[config.mk]
export PLATFORM = sky130hd
export DESIGN_NAME = gcd_lcm_seq
export DESIGN_NICKNAME = d
export VERILOG_FILES = /design/src/rtl/gcd_lcm_pkg.sv /design/src/rtl/gcd_lcm_divmul.sv /design/src/rtl/gcd_lcm_seq.sv
export SDC_FILE = /design/constraint.sdc
export NUM_CORES = 1
export LEC_CHECK = 0
export CORE_MARGIN = 2
export CORE_UTILIZATION = 45
export CTS_BUF_LIST = sky130_fd_sc_hd__clkbuf_8 sky130_fd_sc_hd__clkbuf_16
export DETAILED_ROUTE_END_ITERATION = 6
export PLACE_DENSITY = 0.6
export SKIP_CTS_REPAIR_TIMING = 1
export SLEW_MARGIN = 25
export SYNTH_ARGS = -nofsm -noshare
export SYNTH_HDL_FRONTEND = slang
export SYNTH_SLANG_ARGS = --single-unit
[constraint.sdc]
create_clock -name clk -period 8.3 [get_ports clk]
set_input_delay 0.83 -clock clk [delete_from_list [all_inputs] [get_ports clk]]
set_output_delay 0.83 -clock clk [all_outputs]
set_load 0.01 [all_outputs]
[src/rtl/gcd_lcm_pkg.sv]
// gcd_lcm_pkg: shared types and constants for the GCD/LCM execution unit.
//   gcd_lcm_state_t : sequencer states (IDLE, GSHIFT, GLOOP, DIV, MUL, DONE)
//   OP_GCD / OP_LCM : op-select encodings (funct3[0])
//   MODE_DIV/MODE_MUL : divide/multiply engine mode encodings
//   cnt_width()     : bits needed to count 0..w-1
//   K_W             : width of the common-power-of-two shift counter k at the default width
package gcd_lcm_pkg;

  typedef enum logic [2:0] {
    IDLE   = 3'd0,
    GSHIFT = 3'd1,
    GLOOP  = 3'd2,
    DIV    = 3'd3,
    MUL    = 3'd4,
    DONE   = 3'd5
  } gcd_lcm_state_t;

  localparam logic OP_GCD   = 1'b0;
  localparam logic OP_LCM   = 1'b1;

  localparam logic MODE_DIV = 1'b0;
  localparam logic MODE_MUL = 1'b1;

  localparam int DEF_WIDTH = 32;

  // Bits needed to hold any value 0..w-1 (never less than one bit).
  function automatic int cnt_width(input int w);
    return (w > 2) ? $clog2(w) : 1;
  endfunction

  // Both operands are non-zero whenever k counts, so k never exceeds WIDTH-1.
  localparam int K_W = cnt_width(DEF_WIDTH);

endpackage

[src/rtl/gcd_lcm_divmul.sv]
// gcd_lcm_divmul: shared iterative divide / multiply engine.
//   One shift register (sh_r), one accumulator (acc_r) and a single
//   adder/subtractor. Runs exactly WIDTH step cycles after a go pulse.
//   MODE_DIV : restoring divide, load_val / step_val, quotient MSB first.
//   MODE_MUL : shift-add multiply, load_val * step_val, multiplier LSB first.
// Ports:
//   clk, reset_n : clock, asynchronous active-low reset
//   go, mode     : load operands and start a run in the given mode
//   load_val     : dividend (DIV) or multiplicand (MUL), sampled on go
//   step_val     : divisor (DIV) or multiplier (MUL), held during the run
//   fin          : high during the last step cycle
//   res          : value the result register takes at the end of this step
//                  (quotient zero-extended in DIV, product in MUL)
module gcd_lcm_divmul
  import gcd_lcm_pkg::*;
#(
  parameter int WIDTH = 32,
  parameter int PW    = 32
) (
  input  logic             clk,
  input  logic             reset_n,
  input  logic             go,
  input  logic             mode,
  input  logic [WIDTH-1:0] load_val,
  input  logic [WIDTH-1:0] step_val,
  output logic             fin,
  output logic [PW-1:0]    res
);

  localparam int CW = cnt_width(WIDTH);

  logic [PW-1:0]    sh_r;
  logic [PW-1:0]    acc_r;
  logic [CW-1:0]    cnt_r;
  logic             run_r;
  logic             mode_r;

  logic [WIDTH:0]   trial_s;
  logic [PW:0]      x_op_s;
  logic [PW:0]      y_op_s;
  logic             sub_s;
  logic [PW+1:0]    sum_s;
  logic             ge_s;
  logic [PW-1:0]    sh_nx_s;
  logic [PW-1:0]    acc_nx_s;
  logic             unused_s;

  // Partial remainder shifted left with the next dividend bit.
  assign trial_s = {acc_r[WIDTH-1:0], sh_r[WIDTH-1]};

  // Adder operand selection: subtract divisor in DIV, add shifted multiplicand in MUL.
  always_comb begin
    if (mode_r == MODE_DIV) begin
      x_op_s = (PW+1)'(trial_s);
      y_op_s = (PW+1)'(step_val);
      sub_s  = 1'b1;
    end else begin
      x_op_s = {1'b0, acc_r};
      y_op_s = step_val[cnt_r] ? {1'b0, sh_r} : {(PW+1){1'b0}};
      sub_s  = 1'b0;
    end
  end

  // Carry out of the extra top bit is set exactly when trial >= divisor.
  assign sum_s    = {1'b0, x_op_s} + {1'b0, (sub_s ? ~y_op_s : y_op_s)} + (PW+2)'(sub_s);
  assign ge_s     = sum_s[PW+1];
  assign unused_s = sum_s[PW];

  // Next shift-register / accumulator values for one step.
  always_comb begin
    if (mode_r == MODE_DIV) begin
      acc_nx_s = ge_s ? PW'(sum_s[WIDTH-1:0]) : PW'(trial_s[WIDTH-1:0]);
      sh_nx_s  = {sh_r[PW-2:0], ge_s};
    end else begin
      acc_nx_s = sum_s[PW-1:0];
      sh_nx_s  = {sh_r[PW-2:0], 1'b0};
    end
  end

  assign res = (mode_r == MODE_DIV) ? PW'(sh_nx_s[WIDTH-1:0]) : acc_nx_s;
  assign fin = run_r && (cnt_r == CW'(WIDTH - 1));

  // Engine state: go reloads (even on a run's last step), otherwise step while running.
  always_ff @(posedge clk or negedge reset_n) begin
    if (!reset_n) begin
      sh_r   <= {PW{1'b0}};
      acc_r  <= {PW{1'b0}};
      cnt_r  <= {CW{1'b0}};
      run_r  <= 1'b0;
      mode_r <= MODE_DIV;
    end else if (go) begin
      sh_r   <= PW'(load_val);
      acc_r  <= {PW{1'b0}};
      cnt_r  <= {CW{1'b0}};
      run_r  <= 1'b1;
      mode_r <= mode;
    end else if (run_r) begin
      sh_r  <= sh_nx_s;
      acc_r <= acc_nx_s;
      cnt_r <= cnt_r + CW'(1);
      if (fin) begin
        run_r <= 1'b0;
      end
    end
  end

endmodule

[src/rtl/gcd_lcm_seq.sv]
// gcd_lcm_seq: multi-cycle GCD/LCM unit for the core's custom-instruction slot.
//   GCD by binary (Stein) iteration; LCM = (a / gcd) * b via gcd_lcm_divmul.
// Ports:
//   clk, reset_n : clock, asynchronous active-low reset
//   start        : request, accepted only in IDLE (not queued otherwise)
//   op           : 0 = GCD, 1 = LCM
//   a, b         : unsigned operands
//   result       : GCD or low WIDTH bits of LCM, held until the next accepted start
//   busy         : high from the cycle after accept through DONE
//   done         : one-cycle pulse, result valid
//   stall        : start | busy
//   ovf          : (only with GCD_LCM_OVF_EN) LCM product exceeded WIDTH bits
// Optional feature macro: GCD_LCM_OVF_EN.
module gcd_lcm_seq
  import gcd_lcm_pkg::*;
#(
  parameter int WIDTH = DEF_WIDTH
) (
  input  logic             clk,
  input  logic             reset_n,
  input  logic             start,
  input  logic             op,
  input  logic [WIDTH-1:0] a,
  input  logic [WIDTH-1:0] b,
  output logic [WIDTH-1:0] result,
  output logic             busy,
  output logic             done,
  output logic             stall
`ifdef GCD_LCM_OVF_EN
  ,
  output logic             ovf
`endif
);

  localparam int KW = cnt_width(WIDTH);
`ifdef GCD_LCM_OVF_EN
  localparam int PW = 2 * WIDTH;
`else
  localparam int PW = WIDTH;
`endif
  localparam logic [WIDTH-1:0] ZERO = {WIDTH{1'b0}};

  gcd_lcm_state_t   state_r, state_nx;
  logic [WIDTH-1:0] x_r, x_nx, y_r, y_nx;
  logic [WIDTH-1:0] ra_r, ra_nx, rb_r, rb_nx;
  logic             rop_r, rop_nx;
  logic [KW-1:0]    k_r, k_nx;
  logic [WIDTH-1:0] q_r, q_nx;
  logic [WIDTH-1:0] result_r, result_nx;
  logic             busy_r, busy_nx, done_r, done_nx;
`ifdef GCD_LCM_OVF_EN
  logic             ovf_r, ovf_nx;
`endif

  logic [WIDTH-1:0] g_s;
  logic             go_s, mode_s, fin_s;
  logic [WIDTH-1:0] load_val_s, step_val_s;
  logic [PW-1:0]    res_s;

  assign g_s = (x_r | y_r) << k_r;

  // Engine operands: the MUL multiplicand is loaded on the last DIV cycle.
  assign load_val_s = (state_r == DIV) ? rb_r : ra_r;
  assign step_val_s = (state_r == MUL) ? q_r : x_r;

  gcd_lcm_divmul #(
    .WIDTH(WIDTH),
    .PW   (PW)
  ) u_divmul (
    .clk     (clk),
    .reset_n (reset_n),
    .go      (go_s),
    .mode    (mode_s),
    .load_val(load_val_s),
    .step_val(step_val_s),
    .fin     (fin_s),
    .res     (res_s)
  );

  // Next-state and datapath update for the sequencer.
  always_comb begin
    state_nx  = state_r;
    x_nx      = x_r;
    y_nx      = y_r;
    ra_nx     = ra_r;
    rb_nx     = rb_r;
    rop_nx    = rop_r;
    k_nx      = k_r;
    q_nx      = q_r;
    result_nx = result_r;
    go_s      = 1'b0;
    mode_s    = MODE_DIV;
`ifdef GCD_LCM_OVF_EN
    ovf_nx    = ovf_r;
`endif
    case (state_r)
      IDLE: begin
        if (start) begin
          x_nx   = a;
          y_nx   = b;
          ra_nx  = a;
          rb_nx  = b;
          rop_nx = op;
          k_nx   = {KW{1'b0}};
`ifdef GCD_LCM_OVF_EN
          ovf_nx = 1'b0;
`endif
          if ((a == ZERO) || (b == ZERO)) begin
            result_nx = (op == OP_LCM) ? ZERO : (a | b);
            state_nx  = DONE;
          end else begin
            state_nx  = GSHIFT;
          end
        end else begin
          state_nx = IDLE;
        end
      end
      GSHIFT: begin
        // Strip common factors of two; k remembers how many.
        if (!x_r[0] && !y_r[0]) begin
          x_nx = x_r >> 1;
          y_nx = y_r >> 1;
          k_nx = k_r + KW'(1);
        end else begin
          state_nx = GLOOP;
        end
      end
      GLOOP: begin
        if ((x_r == ZERO) || (y_r == ZERO)) begin
          if (rop_r == OP_GCD) begin
            result_nx = g_s;
            state_nx  = DONE;
          end else begin
            // x now carries the gcd as the divisor for the DIV phase.
            x_nx     = g_s;
            go_s     = 1'b1;
            mode_s   = MODE_DIV;
            state_nx = DIV;
          end
        end else if (!x_r[0]) begin
          x_nx = x_r >> 1;
        end else if (!y_r[0]) begin
          y_nx = y_r >> 1;
        end else if (x_r >= y_r) begin
          x_nx = x_r - y_r;
        end else begin
          y_nx = y_r - x_r;
        end
      end
      DIV: begin
        if (fin_s) begin
          q_nx     = res_s[WIDTH-1:0];
          go_s     = 1'b1;
          mode_s   = MODE_MUL;
          state_nx = MUL;
        end else begin
          state_nx = DIV;
        end
      end
      MUL: begin
        mode_s = MODE_MUL;
        if (fin_s) begin
          result_nx = res_s[WIDTH-1:0];
`ifdef GCD_LCM_OVF_EN
          ovf_nx    = |res_s[PW-1:WIDTH];
`endif
          state_nx  = DONE;
        end else begin
          state_nx = MUL;
        end
      end
      DONE: begin
        state_nx = IDLE;
      end
      default: begin
        state_nx = IDLE;
      end
    endcase
    busy_nx = (state_nx != IDLE);
    done_nx = (state_nx == DONE);
  end

  // Sequencer state, datapath and registered outputs.
  always_ff @(posedge clk or negedge reset_n) begin
    if (!reset_n) begin
      state_r  <= IDLE;
      x_r      <= ZERO;
      y_r      <= ZERO;
      ra_r     <= ZERO;
      rb_r     <= ZERO;
      rop_r    <= OP_GCD;
      k_r      <= {KW{1'b0}};
      q_r      <= ZERO;
      result_r <= ZERO;
      busy_r   <= 1'b0;
      done_r   <= 1'b0;
`ifdef GCD_LCM_OVF_EN
      ovf_r    <= 1'b0;
`endif
    end else begin
      state_r  <= state_nx;
      x_r      <= x_nx;
      y_r      <= y_nx;
      ra_r     <= ra_nx;
      rb_r     <= rb_nx;
      rop_r    <= rop_nx;
      k_r      <= k_nx;
      q_r      <= q_nx;
      result_r <= result_nx;
      busy_r   <= busy_nx;
      done_r   <= done_nx;
`ifdef GCD_LCM_OVF_EN
      ovf_r    <= ovf_nx;
`endif
    end
  end

  assign result = result_r;
  assign busy   = busy_r;
  assign done   = done_r;
  assign stall  = start | busy_r;
`ifdef GCD_LCM_OVF_EN
  assign ovf    = ovf_r;
`endif

endmodule

==> results.yml <==
run_status:
  outcome: "finished, violations left"
  violations: "DRC"
floorplan:
  ios: 103
  initial_core_util: 0.453
  rows: 82
  coreArea_um2: 49900
  die_h_um: 228
  dieArea_um2: 52000
  die_w_um: 228
placed_design:
  dpl_cell_area_um2: 24100
  hpwlAfterDp_um: 70600
  dp.cells: 3460
  gp_congestion: 0.992
  numPortBuffers: 102
  place_ws_ns: 1.70
yosys:
  synth_top_area_cell: "dfrtp_1"
  synth.top_cells.by_area: "dfrtp_1, nand2_1, ha_1"
  seq_area_frac_synth: 0.304
  async_flop_share: 1.00
  synth.avg_cell_area_um2: 7.92
  ys_types: 83
  synth_warnings: 0
  synth_ff_type: "dfrtp_1"
  synth_seq_cells: 274
  synth_edf_count: 0
  syn_nets: 3049
  synth_common_cells: "nand2_1, dfrtp_1, a21oi_1"
  synth_top_cell_area_share: 0.304
  synth.most_common_cell: "nand2_1"
  synth.cell_area_um2: 22600
  synth_cells: 2849
critical_path:
  crit_chain: "nor3b_2 -> buf_4 -> mux4_2 -> a221oi_1 -> nand2_1 -> a32oi_4 -> buf_4 -> o22ai_1 -> ha_1 -> nand2_1 -> nor3_1 -> a31oi_1 -> nand2_1 -> a21oi_1 -> nand2b_1 -> o31ai_4 -> or3_1 -> buf_12 -> mux2i_1 -> a21oi_1"
  end_kind: "flop"
  cp.depth: 20
  cp_slowest_cell: "or3_1"
  critPathMaxFanout: 54
  start_kind: "flop"
  cpMostUsedCell: "nand2_1"
  crit_arrival_ns: 7.12
  required_ns: 8.70
  path_buf_inv: 3
  crit_family: "simple AND/OR/NAND/NOR gates"
  worstRegToRegCells: 20
  slowest_delay_ns: 0.84
  path_class: "reg2reg"
clock_network:
  cts-buffers-inserted: 34
  htree_levels: 2
  cts.sinks: 274
  clock_latency_ns: 0.57
  cts-root-buf: "clkbuf_16"
  cts_tree: "done"
  clockBufferDepth: 3
  path_clk_slew_ns: 0.07
power:
  swShare: 0.532
  p_leak_nw: 10.6
  p_comb_frac: 0.637
  switchingPower_mw: 5.38
  p_seq_frac: 0.215
  powerDensity_nw_per_um2: 402
  peakVddDrop_v: 0.000286
  internal-power_mw: 4.74
  share_clk_of_total_power: 0.148
routing:
  drt_wl_total_um: 94400
  vias_per_cell: 6.52
  drc: 1
  drt_iter0_markers: 3062
  wl_per_cell_um: 26.8
  drt_pass1_iterations: 7
  ant_nets: 0
  vias: 22900
sta:
  max_freq_mhz: 149
  rsz0062_at_grt: "no"
  tns_ns: 0
  post-route-min-period_ns: 6.72
  setup_viol: 0
  layout_setup_ws_ns: 1.58
  hold_viol: 0
  skew_ns: 0.0257
  slew_viol_final: 0
  slew_headroom: 0.298
  tightest_slew_ns: 1.04
  finalCritPeriodShare: 0.810
cells_and_area:
  areaGrowthSynthToFinish_pct: 11.5
  utilization: 0.505
  fin_cells: 3520
  final_layout_size_suffix_gt1_frac: 0.0696
  nets: 3024
  design_area_um2: 25200
global_routing:
  grt_antenna_before_repair: 1
  grt_max_degree: 153
  globalRoute.totalOverflow: 0
  grt_use_met2: 0.535
  grt_pass1_vias: 21600
  grt_pass1_wl_um: 140000
  grt_usage: 0.354
  grt_use_met3: 0.0675
  grt_use_met1: 0.500
  grt.busiest_layer: "met2"
flow_run:
  cap_violations: 0
min_path:
  hold_class: "in2async"
## metrics by stage
stage / hold slack [ns] / power, mW
CTS: 0.258 / 9.94
global route: 0.280 / 10.7
finish: 0.238 / 10.1
floorplan: 0.444 / 6.31
global placement: 0.455 / 8.35
detailed placement: 0.463 / 8.40
## worst register-to-register path, cell delays in order, from the launching register on
cell and delay [ns]:
dfrtp_1 0.50, nor3b_2 0.21, buf_4 0.54, mux4_2 0.60, a221oi_1 0.30, nand2_1 0.14
a32oi_4 0.53, buf_4 0.40, o22ai_1 0.15, ha_1 0.46, nand2_1 0.08, nor3_1 0.57
a31oi_1 0.16, nand2_1 0.18, a21oi_1 0.05, nand2b_1 0.19, o31ai_4 0.09, or3_1 0.84
buf_12 0.26, mux2i_1 0.21, a21oi_1 0.09
## cell usage in the layout, fill, tap and decap left out, drive strengths merged, types with 34 or more instances in the layout
master         count
nor2b             49
a222oi            46
nor3              38
a31oi             67
a211oi            51
clkbuf            38
dfrtp            274
nor2             208
nand2            515
mux2              44
clkdlybuf4s50    101
inv              125
o21bai            34
mux2i             86
xnor2             61
nand3             50
nor4              42
o21ai            217
o22ai             35
ha               129
buf               34
a21oi            219
## cells by family after synthesis
| logic type | count (synthesis) | share of synthesized area |
|---|---|---|
| simple gates | 1014 | 0.199 |
| compound gates | 875 | 0.252 |
| buf+inv | 320 | 0.0549 |
| flops | 274 | 0.304 |
| mux | 155 | 0.0850 |
| fa+ha+maj | 132 | 0.0742 |
| xor+xnor | 79 | 0.0307 |
## path summary, 6_finish.rpt
| kind | from | end | slack, ns |
|---|---|---|---|
| worst max-delay path | state_r[0] | u_divmul.acc_r[10] | 1.58 |
| worst max register to register | state_r[0] | u_divmul.acc_r[10] | 1.58 |
| max in group asynchronous | reset_n | x_r[8] | 6.72 |
| worst min register to register | rb_r[19] | rb_r[19] | 0.48 |
| worst min-delay path | reset_n | u_divmul.acc_r[31] | 0.24 |
| min in group clk | rb_r[19] | rb_r[19] | 0.48 |
## power groups by stage
stage | clock network, mW | registers (mW) | logic (mW)
after floorplan | 0 | 1.92 | 4.39
after global placement | 0 | 2.16 | 6.19
after detailed placement | 0 | 2.17 | 6.24
after CTS | 1.52 | 2.14 | 6.28
after global routing | 1.57 | 2.19 | 6.95
final | 1.50 | 2.17 | 6.44
## area by class of cell
class	instances	area, um2
fillers	4880	24700
clock buffers	38	917
repair buffers	135	1340
well taps	672	841
inverters	124	465
multi-input cells	2255	14600
diodes	2	5.00
flip-flops and latches	274	6860
clock inverters	20	168
## layer usage
| metal | wire [um] | vias up |
|---|---|---|
| li1 | - | 10300 |
| met1 | 39600 | 11200 |
| met2 | 41900 | 1221 |
| met3 | 9200 | 201 |
| met4 | 3670 | 0 |
| met5 | 0 | - |
## state kept, by name, indices dropped and copies added (netlist names)
register and cells:
y_r 32, u_divmul.mode_r 1, u_divmul.run_r 1, state_r 3, busy 1, u_divmul.acc_r 32
rop_r 1, u_divmul.sh_r 32, result 32, done 1, u_divmul.cnt_r 5, rb_r 32
k_r 5, x_r 32, ra_r 32, q_r 32
Power figures use the tool's default switching activity.
